===== src/rtl/clkdiv_pkg.sv =====
// Shared types and helpers for the programmable clock divider.
// Divisor arithmetic is done at a fixed wide width so any CNT_W up to CNT_W_MAX fits.
package clkdiv_pkg;

    typedef enum logic {
        IDLE = 1'b0,
        RUN  = 1'b1
    } state_t;

    localparam int CNT_W_MAX = 32;
    localparam logic [31:0] DIV_MIN = 32'd2;

    // One extra bit keeps div = 2^CNT_W-1 from overflowing when adding one.
    function automatic logic [CNT_W_MAX:0] hi_len(input logic [CNT_W_MAX:0] div);
        return (div + (CNT_W_MAX+1)'(1)) >> 1;
    endfunction

endpackage


===== src/rtl/clock_divider_prog.sv =====
// Runtime-programmable clock divider: divided square wave, period-start tick,
// and a divisor reload that only takes effect on a period boundary.
module clock_divider_prog
    import clkdiv_pkg::*;
#(
    parameter int CNT_W       = 28,
    parameter int DEFAULT_DIV = 500000
) (
    input  logic             clk,
    input  logic             rst,
    input  logic             en,
    input  logic             div_load,
    input  logic [CNT_W-1:0] div_value,
    output logic             clk_out,
    output logic             tick,
    output logic [CNT_W-1:0] phase,
    output logic             pend,
    output logic             err
);

    localparam int PAD_W = CNT_W_MAX + 1 - CNT_W;

    function automatic logic [CNT_W_MAX:0] widen(input logic [CNT_W-1:0] v);
        return {{PAD_W{1'b0}}, v};
    endfunction

    state_t           state_r, state_s;
    logic [CNT_W-1:0] cnt_r, cnt_s;
    logic [CNT_W-1:0] div_r, div_s;
    logic [CNT_W-1:0] pend_div_r, pend_div_s;
    logic             pend_s;
    logic             load_ok_s;
    logic             wrap_s;
    logic             clk_out_s;
    logic             tick_s;
    logic             err_s;

    assign phase = cnt_r;

    // Next-state counter, divisor and load bookkeeping.
    always_comb begin
        state_s    = state_r;
        cnt_s      = cnt_r;
        div_s      = div_r;
        pend_div_s = pend_div_r;
        pend_s     = pend;
        load_ok_s  = div_load && (div_value >= CNT_W'(DIV_MIN));
        err_s      = div_load && !load_ok_s;
        wrap_s     = (cnt_r == (div_r - CNT_W'(1)));

        case (state_r)
            IDLE: begin
                cnt_s  = '0;
                pend_s = 1'b0;
                if (load_ok_s) begin
                    div_s = div_value;
                end else begin
                    div_s = div_r;
                end
                if (en) begin
                    state_s = RUN;
                end else begin
                    state_s = IDLE;
                end
            end
            RUN: begin
                // Leaving RUN and wrapping are both period boundaries: commit any divisor.
                if (!en || wrap_s) begin
                    state_s = en ? RUN : IDLE;
                    cnt_s   = '0;
                    pend_s  = 1'b0;
                    if (load_ok_s) begin
                        div_s = div_value;
                    end else if (pend) begin
                        div_s = pend_div_r;
                    end else begin
                        div_s = div_r;
                    end
                end else begin
                    cnt_s = cnt_r + CNT_W'(1);
                    if (load_ok_s) begin
                        pend_div_s = div_value;
                        pend_s     = 1'b1;
                    end else begin
                        pend_div_s = pend_div_r;
                    end
                end
            end
            default: begin
                state_s = IDLE;
                cnt_s   = '0;
                pend_s  = 1'b0;
            end
        endcase

        clk_out_s = (state_s == RUN) && (widen(cnt_s) < hi_len(widen(div_s)));
        tick_s    = (state_s == RUN) && (cnt_s == '0);
    end

    // State, counter, divisor and registered outputs.
    always_ff @(posedge clk or posedge rst) begin
        if (rst) begin
            state_r    <= IDLE;
            cnt_r      <= '0;
            div_r      <= CNT_W'(DEFAULT_DIV);
            pend_div_r <= '0;
            pend       <= 1'b0;
            clk_out    <= 1'b0;
            tick       <= 1'b0;
            err        <= 1'b0;
        end else begin
            state_r    <= state_s;
            cnt_r      <= cnt_s;
            div_r      <= div_s;
            pend_div_r <= pend_div_s;
            pend       <= pend_s;
            clk_out    <= clk_out_s;
            tick       <= tick_s;
            err        <= err_s;
        end
    end

endmodule


===== config.mk =====
export PLATFORM = sky130hd
export DESIGN_NAME = clock_divider_prog
export DESIGN_NICKNAME = d
export VERILOG_FILES = /design/src/rtl/clkdiv_pkg.sv /design/src/rtl/clock_divider_prog.sv
export SDC_FILE = /design/constraint.sdc
export NUM_CORES = 1
export LEC_CHECK = 0
export BUFFER_PORTS_ARGS = -buffer_cell sky130_fd_sc_hd__buf_2
export CAP_MARGIN = 30
export CORE_UTILIZATION = 54
export DETAILED_ROUTE_END_ITERATION = 10
export PLACE_DENSITY = 0.87
export SYNTH_ARGS = -nofsm -noshare
export SYNTH_HDL_FRONTEND = slang
export SYNTH_SLANG_ARGS = --single-unit

===== constraint.sdc =====
create_clock -name clk -period 6.9 [get_ports clk]
set_input_delay 0.69 -clock clk [delete_from_list [all_inputs] [get_ports clk]]
set_output_delay 0.69 -clock clk [all_outputs]
set_load 0.05 [all_outputs]

# [Yosys cells after proc, flatten, opt, wreduce, memory -nomap -nowiden]
# Index checks and enable logic that the tools add are counted.
[word_totals] reg_bits=89 input_bits=32 out_inout_bits=32 wordCells=39
[classes] addsub=3 n_lt_le_gt_ge=2 eq_ne=2 muxes=13 bitwise_logic=2 n_reduce_logical=9
[op_table] operator="two-way mux 28 bit" n=5
[op_table] operator="case mux 28 bit (2 select lines)" n=2
[op_table] operator="adder 28 x 1 -> 29 bit, second input constant" n=1
[op_table] operator="adder 28 x 1 -> 28 bit, second input constant" n=1
[op_table] operator="equality test 28 bit" n=1
[op_table] operator="greater-or-equal comparator 28 x 2 -> 1 bit, second input constant" n=1
[op_table] operator="logical NOT 28 bit" n=1
[op_table] operator="< comparator 28 bit" n=1
[op_table] operator="subtractor 28 x 1 -> 28 bit, second input constant" n=1
[op_table] operator="logical AND 1 bit" n=4
[op_table] operator="two-way mux 1 bit" n=4
[op_table] operator="case mux 1 bit (2 select lines)" n=2
[op_table] operator="!= test 3 x 1 -> 1 bit, second input constant" n=1
[op_table] operator="AND reduction 3 bit" n=1
[op_table] operator="logical NOT 1 bit" n=2
[op_table] operator="NOT 1 bit" n=2
[op_table] operator="logical OR 1 bit" n=1

# [Depth between registers and ports, before layout]
# Gate-level depths: netlist (run 1).
[logic_depth] depth_word=8 depth_mapped=32 depth_no_buf=28

# [Worst setup path after synthesis (run 1)]
# Ideal clock, no wire load.
[synth_timing] kind="reg2reg" startpoint="register div_r[9]" endpoint="register clk_out" setup_ns=0.078 arrival_time_ns=6.325 required_ns=6.822 path_slack_ns=0.498 path_stages_with_launch=33 path_buffers=6 period_less_slack_ns=6.402 path_cell_list="dfrtp_1 -> clkbuf_1 -> or4_1 -> buf_2 -> or4_1 -> buf_2 -> or4_4 -> a221oi_2 -> o311ai_2 -> o31a_4 -> nand2_1 -> buf_6 -> buf_4 -> buf_2 -> nor2_1 -> a21oi_1 -> ha_1 -> inv_1 -> a211oi_1 -> nand4_4 -> nor4_2 -> xnor2_1 -> ha_1 -> a21o_1 -> a21oi_1 -> nor2b_1 -> o21ai_0 -> nand2b_1 -> a21oi_1 -> nor2b_1 -> o21ai_0 -> o311ai_0 -> a21oi_1"
[synth_via] elab_chain_cells=8 word_cells_on_any_way=15 cone_classes="2 x add/sub; 1 x order compare; 1 x eq/ne; 9 x mux; 2 x reduce/logical"
[synth_lines] item="start: declaration" line="clock_divider_prog.sv:29" source="logic [CNT_W-1:0] div_r, div_s;"
[synth_lines] item="start signal: assignment" line="clock_divider_prog.sv:105" source="div_r <= CNT_W'(DEFAULT_DIV);"
[synth_lines] item="start signal: assignment" line="clock_divider_prog.sv:114" source="div_r <= div_s;"
[synth_lines] item="subtractor 28 x 1 -> 28 bit" line="clock_divider_prog.sv:49" source="wrap_s = (cnt_r == (div_r - CNT_W'(1)));"
[synth_lines] item="equality test 28 bit" line="clock_divider_prog.sv:49"
[synth_lines] item="logical OR 1 bit" line="clock_divider_prog.sv:68" source="if (!en || wrap_s) begin"
[synth_lines] item="two-way mux 28 bit" line="clock_divider_prog.sv:68"
[synth_lines] item="case mux 28 bit (2 select lines)" line="clock_divider_prog.sv:51" source="case (state_r)"
[synth_lines] item="named net div_s[0]" line="clock_divider_prog.sv:29"
[synth_lines] item="adder 28 x 1 -> 29 bit" line="clkdiv_pkg.sv:15" source="return (div + (CNT_W_MAX+1)'(1)) >> 1;"
[synth_lines] item="< comparator 28 bit" line="clock_divider_prog.sv:96" source="clk_out_s = (state_s == RUN) && (widen(cnt_s) < hi_len(widen(div_s)));"
[synth_lines] item="logical AND 1 bit" line="clock_divider_prog.sv:96"
[synth_lines] item="named net clk_out_s" line="clock_divider_prog.sv:34" source="logic clk_out_s;"
[synth_lines] item="end signal: assignment" line="clock_divider_prog.sv:117" source="clk_out <= clk_out_s;"
[synth_lines] item="end: declaration" line="clock_divider_prog.sv:14" source="output logic clk_out,"
# The timed path passes the listed nets, and every way through them passes these cells.
# A chain may end at the register's enable or synchronous reset.

# [Final worst setup path (run 1)]
[layout_timing] startpoint="register div_r[9]" endpoint="register clk_out"
[layout_via] elab_chain_cells=8 word_cells_on_any_way=15 cone_classes="2 x add/sub; 1 x order compare; 1 x eq/ne; 9 x mux; 2 x reduce/logical"
[layout_lines] item="subtractor 28 x 1 -> 28 bit" line="clock_divider_prog.sv:49"
[layout_lines] item="equality test 28 bit" line="clock_divider_prog.sv:49"
[layout_lines] item="logical OR 1 bit" line="clock_divider_prog.sv:68"
[layout_lines] item="two-way mux 28 bit" line="clock_divider_prog.sv:68"
[layout_lines] item="case mux 28 bit (2 select lines)" line="clock_divider_prog.sv:51"
[layout_lines] item="adder 28 x 1 -> 29 bit" line="clkdiv_pkg.sv:15"
[layout_lines] item="< comparator 28 bit" line="clock_divider_prog.sv:96"
[layout_lines] item="logical AND 1 bit *" line="clock_divider_prog.sv:96"
[layout_lines] item="named net clk_out_s" line="clock_divider_prog.sv:34"
# The timed path passes the listed nets; every way through them passes the cells marked *.

==> results of run 1 <==
-- kinds of logic after synthesis --
group | after synthesis | share of synthesized area (%)
AO/OA/AOI/OAI | 166 | 16.7
XOR/XNOR | 86 | 10.3
adder cells (fa/ha/maj) | 30 | 5.15
buffers and inverters | 85 | 4.67
flip-flops | 89 | 30.7
multiplexers | 46 | 6.89
AND/OR/NAND/NOR | 346 | 25.6
-- layout by cell type (no fill, tap or decap), types with 9 or more instances in the layout --
cell,netlist,final
dfrtp_1,82,82
or3_1,16,16
xor2_1,34,34
o21ai_0,38,37
nand3_1,35,35
mux2_2,33,33
inv_1,23,22
ha_1,30,30
buf_2,8,63
nor2_1,91,91
nor4_1,24,24
nand2_1,51,50
buf_4,1,17
a21oi_1,31,31
nor2b_1,11,11
mux2i_1,13,13
and3_1,10,10
clkbuf_16,0,9
nand4_1,24,24
xnor2_1,52,52
nand2b_1,13,13
a31oi_1,11,11
nor3_1,33,33
-- worst register-to-register path: cells and delay by family (launching register included) --
kind / cells / cell delay (ns)
simple gates: 9 / 2.72
mux: 1 / 0.45
compound gates: 10 / 2.01
xor+xnor: 1 / 0.18
buf+inv: 1 / 0.36
fa+ha+maj: 1 / 0.27
flops: 1 / 0.49
-- worst paths after layout --
path | start | endpoint | slack, ns | depth (start not counted)
max | div_r[9] | clk_out | 0.37 | 23
min | rst | phase[3] | 0.41 | 2
max reg2reg | div_r[9] | clk_out | 0.37 | 23
min reg2reg | pend_div_r[19] | pend_div_r[19] | 0.50 | 1
max in group asynchronous | rst | div_r[9] | 5.36 | 3
min in group clk | pend_div_r[19] | pend_div_r[19] | 0.50 | 1
-- layout make-up --
cell class	instances	area [um^2]
Clock inverter	7	62.6
Multi-Input combinational cell	674	4750
Inverter	23	87.6
Clock buffer	9	225
Tap cell	176	220
Sequential cell	89	2240
Fill cell	1139	5160
Timing Repair Buffer	80	443
-- flip-flops by register name, summed over array words and instances, names as in the netlist --
signal / flops
pend_div_r: 28
phase: 28
tick: 1
div_r: 28
state_r: 1
clk_out: 1
pend: 1
err: 1
-- power by group through the flow --
stage | logic, mW | registers [mW] | clock network [mW]
finish | 0.388 | 0.652 | 0.491
global route | 0.422 | 0.659 | 0.522
CTS | 0.376 | 0.647 | 0.499
detailed placement | 0.374 | 0.658 | 0
global placement | 0.368 | 0.653 | 0
floorplan | 0.293 | 0.627 | 0
-- per-layer routing --
layer | GRT usage, % | vias to the layer above | routed length [um]
met5 | 0 | - | 0
met1 | 44.5 | 3278 | 9090
li1 | - | 3186 | -
met2 | 43.5 | 377 | 9010
met3 | 4.20 | 44 | 1890
met4 | 12.9 | 0 | 609
-- through the flow --
step	power [mW]	hold slack [ns]	cells
2_1_floorplan	0.920	0.471	848
3_3_place_gp	1.02	0.479	1041
3_5_place_dp	1.03	0.489	1041
4_1_cts	1.52	0.428	1057
5_1_grt	1.60	0.477	1058
6_report	1.53	0.410	1058
-- what timing repair did --
| item | in CTS | in global routing |
|---|---|---|
| endpoints found under the setup margin | 0 | 1 |
| gates resized for setup | 0 | 8 |
| buffers inserted | 0 | 1 |
==> impl_metrics.json, run 1 <==
{
  "status": "finished, final reports clean",
  "fmax_ghz": 0.153,
  "hold_path_class": "input pin to asynchronous set/reset pin",
  "hold_viol_final": 0,
  "rsz0062_at_grt": "false",
  "cellPowerDensity_nw_per_um2": 191,
  "gp_congestion": 0.944,
  "core_um2": 13200,
  "hold_buffers": 0,
  "htreeDepth": 3,
  "setup_viol": 0,
  "crit_path_end_kind": "flip-flop",
  "finalMaxSlewViolations": 0,
  "num-nets-final": 939,
  "grt_max_degree": 53,
  "ir_worst_vdd_v": 0.000173,
  "p_clk_share_pct": 32.1,
  "insertion_delay_ns": 0.36,
  "ys_top_cells_by_count": "91 x nor2_1, 82 x dfrtp_1, 52 x xnor2_1",
  "placementRows": 42,
  "period_share_pct": 94.7,
  "antenna_left": 0,
  "synth-edff-count": 0,
  "yosysTopAreaCell": "dfrtp_1",
  "p_int_mw": 0.991,
  "startpoint_type": "flip-flop",
  "drc": 0,
  "ys_ff_latch": 89,
  "path_cells": "or4_1 > or4_4 > or4_4 > a221oi_2 > o311ai_2 > o31a_4 > nand2_2 > buf_4 > mux2_2 > nand3b_4 > nor4_2 > xnor2_1 > ha_1 > a21o_1 > a21oi_1 > nor2b_1 > o21ai_0 > nand2b_1 > a21oi_1 > nor2b_1 > o21ai_0 > o311ai_0 > a21oi_1",
  "drt_iter0_markers": 755,
  "chipHeight_um": 118,
  "cpLargestDelayFamily": "simple AND/OR/NAND/NOR gates",
  "dr_total_vias": 6885,
  "skew_ns": 0.00871,
  "port_buffers": 63,
  "die_w_um": 118,
  "post_synth.cell_area_avg_um2": 8.59,
  "final_util_pct": 60.9,
  "synthCells": 848,
  "path_buf_inv": 1,
  "synth_most_common_cell": "nor2_1",
  "critPathMaxStageDelay_ns": 0.68,
  "start_util_pct": 55.2,
  "total_leakage_power_nw": 3.27,
  "period_needed_ns": 6.53,
  "syn-num-nets": 910,
  "worstSetupPathType": "flip-flop to flip-flop",
  "setup_slack_ns": 0.365,
  "crit_top_cell": "a21oi_1",
  "synth_cell_types": 83,
  "seq_area_frac_synth_pct": 30.7,
  "ys.flop_type": "dfrtp_1",
  "numCtsBuffers": 9,
  "grt.overflow.total": 0,
  "slowest_stage": "or4_1",
  "dpl_worst_slack_ns": 0.230,
  "swShare_pct": 35.2,
  "design_area_um2": 8030,
  "ios": 64,
  "diodes": 0,
  "synth_area_um2": 7290,
  "track_usage_pct": 30.0,
  "placed_cell_area_um2": 7690,
  "share_seq_of_total_power_pct": 42.6,
  "final.setup.tns_ns": 0,
  "antenna_found_initial": 0,
  "dr.pass1.iters": 5,
  "yosys-top-cells-area": "dfrtp_1 28%, xnor2_1 6.3%, ha_1 5.2%",
  "cts_tree": "yes",
  "drive_above_1_share_pct": 20.3,
  "clk_path_buf_depth": 2,
  "path_clk_slew_ns": 0.07,
  "synth_top_area_share_pct": 28.2,
  "yosysWarnings": 0,
  "dieArea_um2": 14000,
  "p_comb_share_pct": 25.3,
  "tightest_slew_ns": 0.878,
  "viasPerCell": 6.51,
  "wl_per_cell_um": 19.5,
  "maxCapViolCount": 0,
  "cts_sinks": 89,
  "p_switching_mw": 0.539,
  "postSynth.asyncResetShare_pct": 100,
  "cp.required_ns": 7.18,
  "crit_fanout": 32,
  "syn2layout_area_growth_pct": 10.2,
  "arrival_ns": 6.81,
  "wl_mm": 20.6,
  "relSlewSlack_pct": 40.9,
  "grt_pass1_wl_mm": 32.9,
  "root_buffer": "clkbuf_16",
  "grt_pass1_vias": 6157,
  "dp_hpwl_mm": 15.4
}
Power figures use the tool's default switching activity.
==> run 2: changes to the inputs <==
--- a/config.mk
+++ b/config.mk
@@ -10,6 +10,7 @@
 export CORE_UTILIZATION = 54
 export DETAILED_ROUTE_END_ITERATION = 10
 export PLACE_DENSITY = 0.87
+export SETUP_SLACK_MARGIN = 0.4
 export SYNTH_ARGS = -nofsm -noshare
 export SYNTH_HDL_FRONTEND = slang
 export SYNTH_SLANG_ARGS = --single-unit
==> run 2 against run 1 <==
  * Global-route usage up 0.063 points
  * Core utilization rose by 1.8 points
  * Critical path depth grew 3
  * Final cell count is 1.5% higher
  * Largest power group unchanged
  * Flip-flop and latch count is the same
  * Sequential share of layout area down 0.74 points
  * Sequential power about the same
  * Worst setup slack better by 0.24 ns
  * Die area unchanged
  * Non-clock buffer count grew 15
  * Critical endpoint unchanged
==> impl_metrics.json, run 2 (same netlist as run 1, synthesis figures left out) <==
{
  "hold_viol_final": 0,
  "final_common_cell": "nor2_1",
  "gp_congestion": 0.944,
  "grt_pass1_vias": 6172,
  "drt_iter0_markers": 768,
  "hold_path_class": "input pin to asynchronous set/reset pin",
  "syn2layout_area_growth_pct": 13.5,
  "antenna_left": 0,
  "arrival_ns": 6.58,
  "cp.required_ns": 7.18,
  "path_buf_inv": 1,
  "crit_top_cell": "a21oi_1",
  "worstSetupPathType": "flip-flop to flip-flop",
  "rsz0062_at_grt": "false",
  "period_share_pct": 91.3,
  "dieArea_um2": 14000,
  "numCtsBuffers": 9,
  "dp_hpwl_mm": 15.4,
  "slowest_stage": "or4_4",
  "total_leakage_power_nw": 3.39,
  "drc": 0,
  "tightest_slew_ns": 0.872,
  "path_clk_slew_ns": 0.08,
  "antenna_found_initial": 0,
  "finalNonFillerCells": 1074,
  "startpoint_type": "flip-flop",
  "maxCapViolCount": 0,
  "setup_viol": 0,
  "diodes": 0,
  "grt_max_degree": 53,
  "status": "finished, final reports clean",
  "layout_common_cells": "91 x nor2_1, 78 x dfrtp_1, 63 x buf_2, 51 x xnor2_1, 50 x nand2_1",
  "final.setup.tns_ns": 0,
  "port_buffers": 63,
  "crit_path_end_kind": "flip-flop",
  "wl_per_cell_um": 19.5,
  "placementRows": 42,
  "period_needed_ns": 6.30,
  "num-nets-final": 955,
  "track_usage_pct": 30.1,
  "grt.overflow.total": 0,
  "root_buffer": "clkbuf_16",
  "htreeDepth": 3,
  "place_inst": 1041,
  "die_w_um": 118,
  "ios": 64,
  "start_util_pct": 55.2,
  "dr.pass1.iters": 5,
  "crit_fanout": 8,
  "fmax_ghz": 0.159,
  "cellPowerDensity_nw_per_um2": 188,
  "drive_above_1_share_pct": 23.1,
  "chipHeight_um": 118,
  "cts_sinks": 89,
  "critPathMaxStageDelay_ns": 0.59,
  "ir_worst_vdd_v": 0.000174,
  "dr_total_vias": 6996,
  "cpLargestDelayFamily": "simple AND/OR/NAND/NOR gates",
  "hold-worst-slack_ns": 0.406,
  "finalMaxSlewViolations": 0,
  "relSlewSlack_pct": 41.3,
  "wl_mm": 21.0,
  "clk_path_buf_depth": 2,
  "cts_tree": "yes",
  "grt_pass1_wl_mm": 33.0,
  "insertion_delay_ns": 0.36,
  "viasPerCell": 6.51,
  "core_um2": 13200,
  "skew_ns": 0.0106
}
run 2: changes by cell type in the layout (fill, tap and decap cells not counted), moves of 2 or more:
cell     delta
buf_4      +12
dfrtp_1     -4
dfrtp_2     +4
ha_1        -2
ha_2        +2
nor4b_2     -3
nor4b_4     +2
or4_1       -3
or4_4       +3
run 2: report_power, final:
group	internal (mW)	switching (mW)
registers	0.582	0.0694
logic	0.171	0.240
clock network	0.252	0.241
total	1.01	0.551
run 2: stage by stage:
step	worst slack (ns)	instance area [um^2]	total power, mW	utilization (%)
floorplan	0.498	7290	0.920	-
global placement	0.465	7690	1.02	58.3
detailed placement	0.230	7690	1.03	58.3
CTS	0.418	8000	1.52	60.6
global route	0.387	8270	1.63	62.7
finish	0.601	8270	1.56	62.7
run 2: final cells by class:
cell class,count,area [um^2]
clock inverters,7,62.6
fillers,1096,4920
inverters,23,87.6
repair buffers,95,577
flip-flops and latches,89,2240
well taps,176,220
clock buffers,9,225
multi-input cells,675,4850
run 2: worst reg2reg max path, stage by stage (launching register included):
cell and delay [ns]:
dfrtp_2 0.43, or4_4 0.59, or4_4 0.56, or4_4 0.58
a221oi_4 0.35, o311ai_4 0.18, o31a_4 0.41, nand2_2 0.15
nor2_1 0.06, a21oi_1 0.17, ha_2 0.26, inv_1 0.07
a211oi_2 0.28, nand4_4 0.20, nor4_4 0.25, xnor2_2 0.15
ha_1 0.26, a21o_1 0.18, a21oi_1 0.14, nor2b_1 0.06
o21ai_0 0.14, nand2b_1 0.07, a21oi_1 0.15, nor2b_1 0.06
o21ai_0 0.16, o311ai_0 0.17, a21oi_1 0.17
run 2: final timing paths:
kind                                       end  slack [ns]  cells past startpoint           start
worst max-delay path                   clk_out        0.60                     26        div_r[6]
worst min-delay path                  phase[6]        0.41                      2             rst
worst max register to register         clk_out        0.60                     26        div_r[6]
worst min register to register  pend_div_r[19]        0.50                      1  pend_div_r[19]
max in group asynchronous             div_r[0]        5.31                      3             rst
min in group clk                pend_div_r[19]        0.50                      1  pend_div_r[19]
run 2: repair_timing:
item	CTS	global route
cloned	0	1
setup buffers	0	16
pin swaps	0	8
resized for setup	4	28
hold buffers	0	0
endpoints found under the setup margin	1	1
endpoints found under the hold margin	0	0
run 2: routing by layer:
| metal | wire length (um) | global-route usage (%) | vias up |
|---|---|---|---|
| met2 | 9190 | 43.8 | 403 |
| met3 | 1920 | 4.39 | 45 |
| met5 | 0 | 0 | - |
| li1 | - | - | 3221 |
| met4 | 609 | 12.3 | 0 |
| met1 | 9260 | 44.5 | 3327 |
